--- src/rtl/din_byte_packer.sv ---
// din_byte_packer
//   Packs a byte-serial stream into 8-lane groups (lanes a..h) and presents
//   each group to the dut din port with a vld/busy handshake. The assembly
//   register fills the next group while the output register holds the
//   current group through a dut stall.
//
//   Optional feature macro: DIN_PACKER_STATS_EN
//     When this macro is defined, the grp_cnt output is added. It is a
//     16-bit wrapping count of din transfers.

module din_byte_packer #(
    parameter int DATA_W = 8
) (
    input  logic              clk,
    input  logic              rst,
    input  logic              in_vld,
    output logic              in_busy,
    input  logic [DATA_W-1:0] in_data,
    input  logic              in_last,
    output logic              din_vld,
    input  logic              din_busy,
    output logic [DATA_W-1:0] din_data_a,
    output logic [DATA_W-1:0] din_data_b,
    output logic [DATA_W-1:0] din_data_c,
    output logic [DATA_W-1:0] din_data_d,
    output logic [DATA_W-1:0] din_data_e,
    output logic [DATA_W-1:0] din_data_f,
    output logic [DATA_W-1:0] din_data_g,
    output logic [DATA_W-1:0] din_data_h
`ifdef DIN_PACKER_STATS_EN
    ,
    output logic [15:0]       grp_cnt
`endif
);

    typedef enum logic {
        ST_FILL = 1'b0,
        ST_FULL = 1'b1
    } state_t;

    state_t            state_q, state_d;
    logic [2:0]        idx_q, idx_d;
    logic [DATA_W-1:0] asm_q   [8];
    logic [DATA_W-1:0] asm_d   [8];
    logic [DATA_W-1:0] out_q   [8];
    logic [DATA_W-1:0] out_d   [8];
    logic [DATA_W-1:0] group_w [8];
    logic              din_vld_q, din_vld_d;

    logic accept_w;
    logic complete_w;
    logic out_free_w;

    assign out_free_w = !din_vld_q || !din_busy;
    assign accept_w   = (state_q == ST_FILL) && in_vld;
    assign complete_w = accept_w && ((idx_q == 3'd7) || in_last);

    // Group image after the incoming byte: the byte lands in lane idx, and an
    // early close zeroes every lane above it so no stale bytes survive.
    always_comb begin
        for (int j = 0; j < 8; j++) begin
            if (3'(j) < idx_q) begin
                group_w[j] = asm_q[j];
            end else if (3'(j) == idx_q) begin
                group_w[j] = in_data;
            end else if (in_last) begin
                group_w[j] = '0;
            end else begin
                group_w[j] = asm_q[j];
            end
        end
    end

    // Next-state logic for assembly state, lane index, and both data registers.
    always_comb begin
        // NOTE: every signal gets a default first so no path through the
        // case statement leaves a value unassigned and infers a latch.
        state_d   = state_q;
        idx_d     = idx_q;
        asm_d     = asm_q;
        out_d     = out_q;
        din_vld_d = din_vld_q && din_busy;

        case (state_q)
            ST_FILL: begin
                if (accept_w) begin
                    asm_d = group_w;
                    if (complete_w) begin
                        idx_d = 3'd0;
                        if (out_free_w) begin
                            out_d     = group_w;
                            din_vld_d = 1'b1;
                        end else begin
                            state_d = ST_FULL;
                        end
                    end else begin
                        idx_d = idx_q + 3'd1;
                    end
                end
            end
            ST_FULL: begin
                if (out_free_w) begin
                    out_d     = asm_q;
                    din_vld_d = 1'b1;
                    state_d   = ST_FILL;
                end
            end
            default: begin
                state_d = ST_FILL;
            end
        endcase
    end

    // State and data registers with a synchronous active-low reset.
    always_ff @(posedge clk) begin
        if (!rst) begin
            state_q   <= ST_FILL;
            idx_q     <= 3'd0;
            din_vld_q <= 1'b0;
            // NOTE: the lane arrays are reset too. They are eight small
            // registers, not a RAM, and the din data must read as zero
            // after reset.
            for (int j = 0; j < 8; j++) begin
                asm_q[j] <= '0;
                out_q[j] <= '0;
            end
        end else begin
            // NOTE: sequential state uses non-blocking assignments so that
            // every flop samples values from before the edge.
            state_q   <= state_d;
            idx_q     <= idx_d;
            din_vld_q <= din_vld_d;
            asm_q     <= asm_d;
            out_q     <= out_d;
        end
    end

    assign in_busy    = (state_q == ST_FULL);
    assign din_vld    = din_vld_q;
    assign din_data_a = out_q[0];
    assign din_data_b = out_q[1];
    assign din_data_c = out_q[2];
    assign din_data_d = out_q[3];
    assign din_data_e = out_q[4];
    assign din_data_f = out_q[5];
    assign din_data_g = out_q[6];
    assign din_data_h = out_q[7];

`ifdef DIN_PACKER_STATS_EN
    logic [15:0] grp_cnt_q, grp_cnt_d;

    // Count completed din transfers; the counter wraps naturally at 16 bits.
    always_comb begin
        grp_cnt_d = grp_cnt_q;
        if (din_vld_q && !din_busy) begin
            grp_cnt_d = grp_cnt_q + 16'd1;
        end
    end

    // Transfer counter register.
    always_ff @(posedge clk) begin
        if (!rst) begin
            grp_cnt_q <= 16'd0;
        end else begin
            grp_cnt_q <= grp_cnt_d;
        end
    end

    assign grp_cnt = grp_cnt_q;
`endif

endmodule

--- config.mk ---
export PLATFORM = sky130hd
export DESIGN_NAME = din_byte_packer
export DESIGN_NICKNAME = d
export VERILOG_FILES = /design/src/rtl/din_byte_packer.sv
export SDC_FILE = /design/constraint.sdc
export NUM_CORES = 1
export LEC_CHECK = 0
export CAP_MARGIN = 20
export CELL_PAD_IN_SITES_DETAIL_PLACEMENT = 1
export CELL_PAD_IN_SITES_GLOBAL_PLACEMENT = 1
export CORE_UTILIZATION = 39
export CTS_CLUSTER_DIAMETER = 150
export CTS_CLUSTER_SIZE = 30
export DETAILED_ROUTE_END_ITERATION = 10
export PLACE_DENSITY_LB_ADDON = 0.1
export SLEW_MARGIN = 20
export SYNTH_ARGS = -nofsm -noshare
export SYNTH_HDL_FRONTEND = slang
export SYNTH_SLANG_ARGS = --single-unit
--- constraint.sdc ---
create_clock -name clk -period 1.8 [get_ports clk]
set_input_delay 0.36 -clock clk [delete_from_list [all_inputs] [get_ports clk]]
set_output_delay 0.36 -clock clk [all_outputs]
set_load 0.01 [all_outputs]
==> metrics, run 1 <==
n_diodes=0; Async SR Flop Fraction=0; final clock skew=0.00719 ns; largest net degree at the start of global routing=54; Mapped Cells=688; Root Driver=clkbuf_16; Sw Share=0.262; gr ovfl total=0; area leader, netlist=dfxtp_1; prevailing post-synth register cell=dfxtp_1; GRT Total Usage=0.274; initial antenna violation count=0; Post-Layout Cell Count=1019; main combinational cell family by area after synthesis=compound AO/OA/AOI/OAI gates; post-synth design cell area=6440 um^2; Via density=5.95; Worst EP required=2.13 ns; final hold vios=0; Syn Area/Cell=9.37 um^2; Slew @ Worst Pin=0.603 ns; Crit. End Element=register; Core ar.=16000 um^2; XOR/XNOR Fraction of Synth Area=0; Cell Int Power=5650 uW; Synth Area in Simple Gates=0.147; sequential share of power=0.409; hold crit path type=register to register; final wirelength=22.4 mm; pwr dens=881 nW/um^2; peak supply drop=0.662 mV; Iter 0 DRT Violations=338; run status=complete, no violations; dpl cells=986; clock buffer count from CTS=17; Synth Warn #=0; commonest cells in the netlist=dfxtp_1 (133), a21oi_1 (102), nand2_1 (46), clkbuf_1 (42), a311oi_2 (40); synth unique cells=50; post-layout utilization of the core=0.543; GPL Wtd Cong=0.794; sequential-to-total area share from yosys stat=0.413; area share of the largest cell type after synthesis=0.413; Die X=131 um; final cycle utilization of the critical path=0.977; CP startpoint kind=register; worst-skew pair later-pin latency=0.42 ns; TritonCTS clock tree=done; Slew HR=0.598; routed via count=6068; worst-case clock buffer depth=2; Post-synth EDFFs=0; Final ANT Viol Nets=0; register area=2670 um^2; Fmax achieved=0.569 GHz; number of global-route vias before repair=6270; first-pass GRT wire length=35.1 mm; area of the multi-input gates=3480 um^2; post-detail-place hpwl=15.2 mm; final setup vio count=0; Synth Area in Adders=0.00777; # DRC=0; die height=131 um; CTS HTree Levels=4; Slew Viols, Final=0; Reg2Reg Setup Slack=0.04 ns; top cells by area, synth=dfxtp_1 (41%), a311oi_2 (9.3%), a21oi_1 (7.9%), o31ai_1 (3.7%), a22o_1 (3.3%); Worst Setup Path Type=register to register; die area=17000 um^2; fill count=1801; routed len/inst=22.0 um; Starting Density=0.403; max-cap violations=0; hold_buf cts=0; combinational group share of total power=0.149; Leak Pwr=0.00302 uW; peak fanout along the critical path=22; Final nets=807; Clk pin slew, worst setup/hold paths=0.06 ns; Min Clock Period, post-route=1.76 ns; count leader, synth=dfxtp_1; # IOs=79; switching power total=2000 uW; TritonRoute pass-1 iters=5; # rows=46; CP arrival=2.08 ns; Net Count, Synth=705; Seq cells post-synth=133; fraction of layout cells with a size suffix above 1=0.257; Area growth syn-to-layout=34.8%; buffers added on ports=78; clock sink total=133; post-synthesis mux area share=0; Clk network pwr share=0.442; Synth Area in Compound Gates=0.361
[worst max-delay path, cell delays in order, from the launching register on]
cell	delay (ns)
dfxtp_2	0.33
ha_2	0.18
ha_2	0.17
or3_4	0.38
and2_4	0.18
buf_12	0.17
a311oi_4	0.24
[final timing paths]
path              depth (start not counted)                         end                    from
setup / recovery                          6  din_data_a[6]$_SDFFE_PN0P_   idx_q[0]$_SDFFE_PN0P_
hold / removal                            2      asm_q[56]$_SDFFE_PN0P_  asm_q[56]$_SDFFE_PN0P_
setup reg to reg                          6  din_data_a[6]$_SDFFE_PN0P_   idx_q[0]$_SDFFE_PN0P_
hold reg to reg                           2      asm_q[56]$_SDFFE_PN0P_  asm_q[56]$_SDFFE_PN0P_
[cell usage in the layout, fill, tap and decap left out, drive strengths merged, types with 3 or more instances in the layout]
cell type	synthesis	final
nand4b	9	9
nor2b	11	11
o21ai	56	56
or2	3	3
dfxtp	133	133
ha	4	4
clkinv	0	4
and3	11	11
a221oi	8	8
buf	44	91
a311oi	48	48
nand3b	23	23
o221ai	8	8
clkbuf	42	25
a211oi	8	8
clkdlybuf4s50	0	76
nand3	20	20
nor3b	4	4
o31ai	32	32
a22o	24	24
a21oi	105	105
nand4	8	8
and2	9	9
nand2	46	46
inv	4	4
a22oi	7	7
[cell type report]
cell class / count / area share
clock inverters: 7 / 0.00792
well taps: 216 / 0.0311
inverters: 4 / 0.00216
clock buffers: 25 / 0.0582
flip-flops and latches: 133 / 0.307
multi-input cells: 465 / 0.401
repair buffers: 169 / 0.193
[cell families after synthesis]
family          count (synthesis)
fa+ha+maj                       4
buf+inv                        90
flops                         133
simple gates                  155
compound gates                306
[through the flow]
stage / area [um^2] / hold slack, ns / setup TNS [ns] / total power, uW / worst slack (ns)
after global placement: 7910 / 0.453 / -36.48 / 4240 / -0.462
final: 8690 / 0.468 / 0 / 7650 / 0.0419
after floorplan: 6460 / 0.442 / 0 / 3750 / 0.00136
after global routing: 8690 / 0.490 / -0.0000158 / 7890 / -0.0000158
after detailed placement: 7910 / 0.459 / -41.36 / 4280 / -0.541
after CTS: 8610 / 0.469 / 0 / 7680 / 0.00935
[layer usage]
layer | GRT usage | routed length [um] | vias up
li1 | - | - | 2832
met1 | 0.341 | 9700 | 3018
met2 | 0.461 | 11000 | 167
met3 | 0.0493 | 1010 | 51
met4 | 0.127 | 759 | 0
met5 | 0 | 0 | -
[power by group through the flow]
stage               Combinational, uW  Sequential [uW]  Clock [uW]
finish                           1140             3130        3380
global placement                 1060             3190           0
CTS                              1120             3130        3430
global route                     1210             3140        3530
detailed placement               1090             3190           0
floorplan                         531             3220           0
[timing repair]
action | 4_1_cts | 5_1_grt
resized for setup | 25 | 14
buffers inserted | 0 | 1
setup endpoints to repair | 89 | 54
pin swaps | 0 | 1
[flip-flops by register name, summed over array words and instances (netlist names)]
| signal | cells |
|---|---|
| din_data_b | 8 |
| asm_q | 64 |
| din_data_g | 8 |
| din_data_f | 8 |
| din_data_c | 8 |
| din_data_e | 8 |
| din_data_h | 8 |
| din_data_d | 8 |
| din_data_a | 8 |
| idx_q | 3 |
| in_busy | 1 |
| din_vld | 1 |
(Power assumes the default switching activity.)
==> run 2: changes to the inputs <==
--- a/config.mk
+++ b/config.mk
@@ -13,6 +13,7 @@
 export CTS_CLUSTER_SIZE = 30
 export DETAILED_ROUTE_END_ITERATION = 10
 export PLACE_DENSITY_LB_ADDON = 0.1
+export SKIP_CTS_REPAIR_TIMING = 1
 export SLEW_MARGIN = 20
 export SYNTH_ARGS = -nofsm -noshare
 export SYNTH_HDL_FRONTEND = slang
==> run 2 against run 1 <==
Against the previous run: clock skew is 0.0014 ns lower; utilization up 0.055 points; final area rose by 0.10%; flip-flop and latch count stayed put; largest cell class unchanged.
==> metrics, run 2 (synthesized netlist as in run 1, its figures left out) <==
reg2reg start=idx_q[0]$_SDFFE_PN0P_; final wirelength=22.5 mm (+0.31%); Core ar.=16000 um^2 (unchanged); R2R depth=6 (unchanged); worst-skew pair later-pin latency=0.42 ns (about the same); clock buffer count from CTS=17 (unchanged); Final nets=809 (+0.25%); post-detail-place hpwl=15.2 mm (unchanged); critical path's slowest cell=or3_4; Worst EP required=2.12 ns (about the same); routed len/inst=22.0 um (+0.11%); clock sink total=133 (unchanged); n_diodes=0 (unchanged); gr ovfl total=0 (unchanged); Crit. End Element=register; final clock skew=0.00578 ns (-0.00140 ns); fill count=1809 (+0.44%); Largest register FFs=64 (unchanged); final setup vio count=0 (unchanged); Slew @ Worst Pin=0.589 ns (-0.0142 ns); Min Clock Period, post-route=1.79 ns (+0.0296 ns); Final Power=7650 uW (about the same); CP Buf/Inv Count=1 (unchanged); Worst Hold Launch=asm_q[56]$_SDFFE_PN0P_; Clk pin slew, worst setup/hold paths=0.06 ns (about the same); final hold vios=0 (unchanged); setup_tns=0 ns (unchanged); worst-case clock buffer depth=2 (unchanged); Starting Density=0.403 (unchanged); Top delay family on crit path=simple AND/OR/NAND/NOR gates; die area=17000 um^2 (unchanged); RSZ-0062 raised after global routing=true; worst min-delay path endpoint=asm_q[56]$_SDFFE_PN0P_; fin worst setup slack=0.0123 ns (-0.0296 ns); largest net degree at the start of global routing=54 (unchanged); hold crit path type=register to register; Reg-to-Reg End=din_data_a[6]$_SDFFE_PN0P_; Root Driver=clkbuf_16; commonest non-fill, non-tap cells in the layout=dfxtp_1 (130), a21oi_1 (101), clkdlybuf4s50_1 (76), buf_4 (70), nand2_1 (46); Area growth syn-to-layout=35.0%; Die X=131 um (unchanged); Slew Viols, Final=0 (unchanged); Leak Pwr=0.00306 uW (+1.1%); routed via count=6090 (+0.36%); Largest Register=asm_q; post-layout utilization of the core=0.543 (+0.000547); GRT Total Usage=0.270 (-0.00393); Reg2Reg Setup Slack=0.01 ns (-0.03 ns); initial antenna violation count=0 (unchanged); die height=131 um (unchanged); # IOs=79 (unchanged); Slew HR=0.607 (+0.00948); # DRC=0 (unchanged); Post-Place Setup Slack=-0.541 ns (unchanged); crit-path cells=ha_2 -> ha_2 -> or3_4 -> and2_4 -> buf_12 -> a311oi_2; most common cell after layout, fill and taps aside=dfxtp_1; TritonCTS clock tree=done; max-cap violations=0 (unchanged); Via density=5.96 (+0.17%); Hold Path Stages=2 (unchanged); final cycle utilization of the critical path=0.993 (+0.0165); fraction of layout cells with a size suffix above 1=0.251 (-0.00561); buffers added on ports=78 (unchanged); most used cell along the critical path=ha_2; Worst Setup Path Type=register to register; peak fanout along the critical path=6 (-73%); # rows=46 (unchanged); first-pass GRT wire length=34.7 mm (-1.2%); GPL Wtd Cong=0.794 (unchanged); pwr dens=880 nW/um^2 (-0.10%); peak supply drop=0.662 mV (about the same); number of global-route vias before repair=6297 (+0.43%); CTS HTree Levels=4 (unchanged); CP startpoint kind=register; CP arrival=2.11 ns (+0.03 ns); Final ANT Viol Nets=0 (unchanged); Worst path max stage delay=0.35 ns (-0.03 ns); Iter 0 DRT Violations=327 (-3.3%); TritonRoute pass-1 iters=4 (-1); Fmax achieved=0.559 GHz (-1.7%); run status=complete, no violations
[run 2: cell count changes in the layout (fill, tap and decap cells not counted), sizes merged]
cell,change
clkbuf,+2
dlygate4sd2,-1
dlymetal6s2s,+1
[run 2: power by group]
part | total, uW | internal (uW) | switching [uW]
clock | 3380 | 2080 | 1300
sequential | 3130 | 3060 | 70.3
combinational | 1140 | 514 | 628
total | 7650 | 5650 | 2000
[run 2: worst register-to-register path: stages, from the launching register on]
cell	delay, ns
dfxtp_2	0.33
ha_2	0.18
ha_2	0.18
or3_4	0.35
and2_4	0.20
buf_12	0.16
a311oi_2	0.30
[run 2: cell type report]
| cell class | instances | area [um^2] | area share |
|---|---|---|---|
| repair buffers | 171 | 1720 | 0.198 |
| inverters | 4 | 18.8 | 0.00216 |
| multi-input cells | 465 | 3440 | 0.396 |
| clock inverters | 7 | 68.8 | 0.00791 |
| well taps | 216 | 270 | 0.0311 |
| clock buffers | 25 | 505 | 0.0581 |
| flip-flops and latches | 133 | 2670 | 0.307 |
[run 2: worst max path at each step]
stage / start / end / slack, ns / cells after the start
finish: idx_q[0]$_SDFFE_PN0P_ / din_data_a[6]$_SDFFE_PN0P_ / 0.01 / 6
global route: idx_q[1]$_SDFFE_PN0P_ / asm_q[29]$_SDFFE_PN0P_ / -0.03 / 6
CTS: in_busy$_SDFF_PN0_ / in_busy / -0.23 / 2
detailed placement: in_last / din_data_b[4]$_SDFFE_PN0P_ / -0.54 / 5
global placement: in_last / din_data_b[5]$_SDFFE_PN0P_ / -0.46 / 5
floorplan: idx_q[1]$_SDFFE_PN0P_ / asm_q[31]$_SDFFE_PN0P_ / 0.001 / 9
[run 2: stage by stage]
| step | instances | hold slack [ns] | area (um^2) |
|---|---|---|---|
| after floorplan | 688 | 0.442 | 6460 |
| after global placement | 986 | 0.453 | 7910 |
| after detailed placement | 986 | 0.459 | 7910 |
| after CTS | 1018 | 0.469 | 8490 |
| after global routing | 1021 | 0.490 | 8700 |
| final | 1021 | 0.472 | 8700 |
[run 2: routing by layer]
| metal | global-route usage | up-vias | share of wire |
|---|---|---|---|
| li1 | - | 2839 | - |
| met1 | 0.334 | 3031 | 0.44 |
| met2 | 0.452 | 160 | 0.48 |
| met3 | 0.0501 | 60 | 0.042 |
| met4 | 0.135 | 0 | 0.040 |
| met5 | 0 | - | 0 |
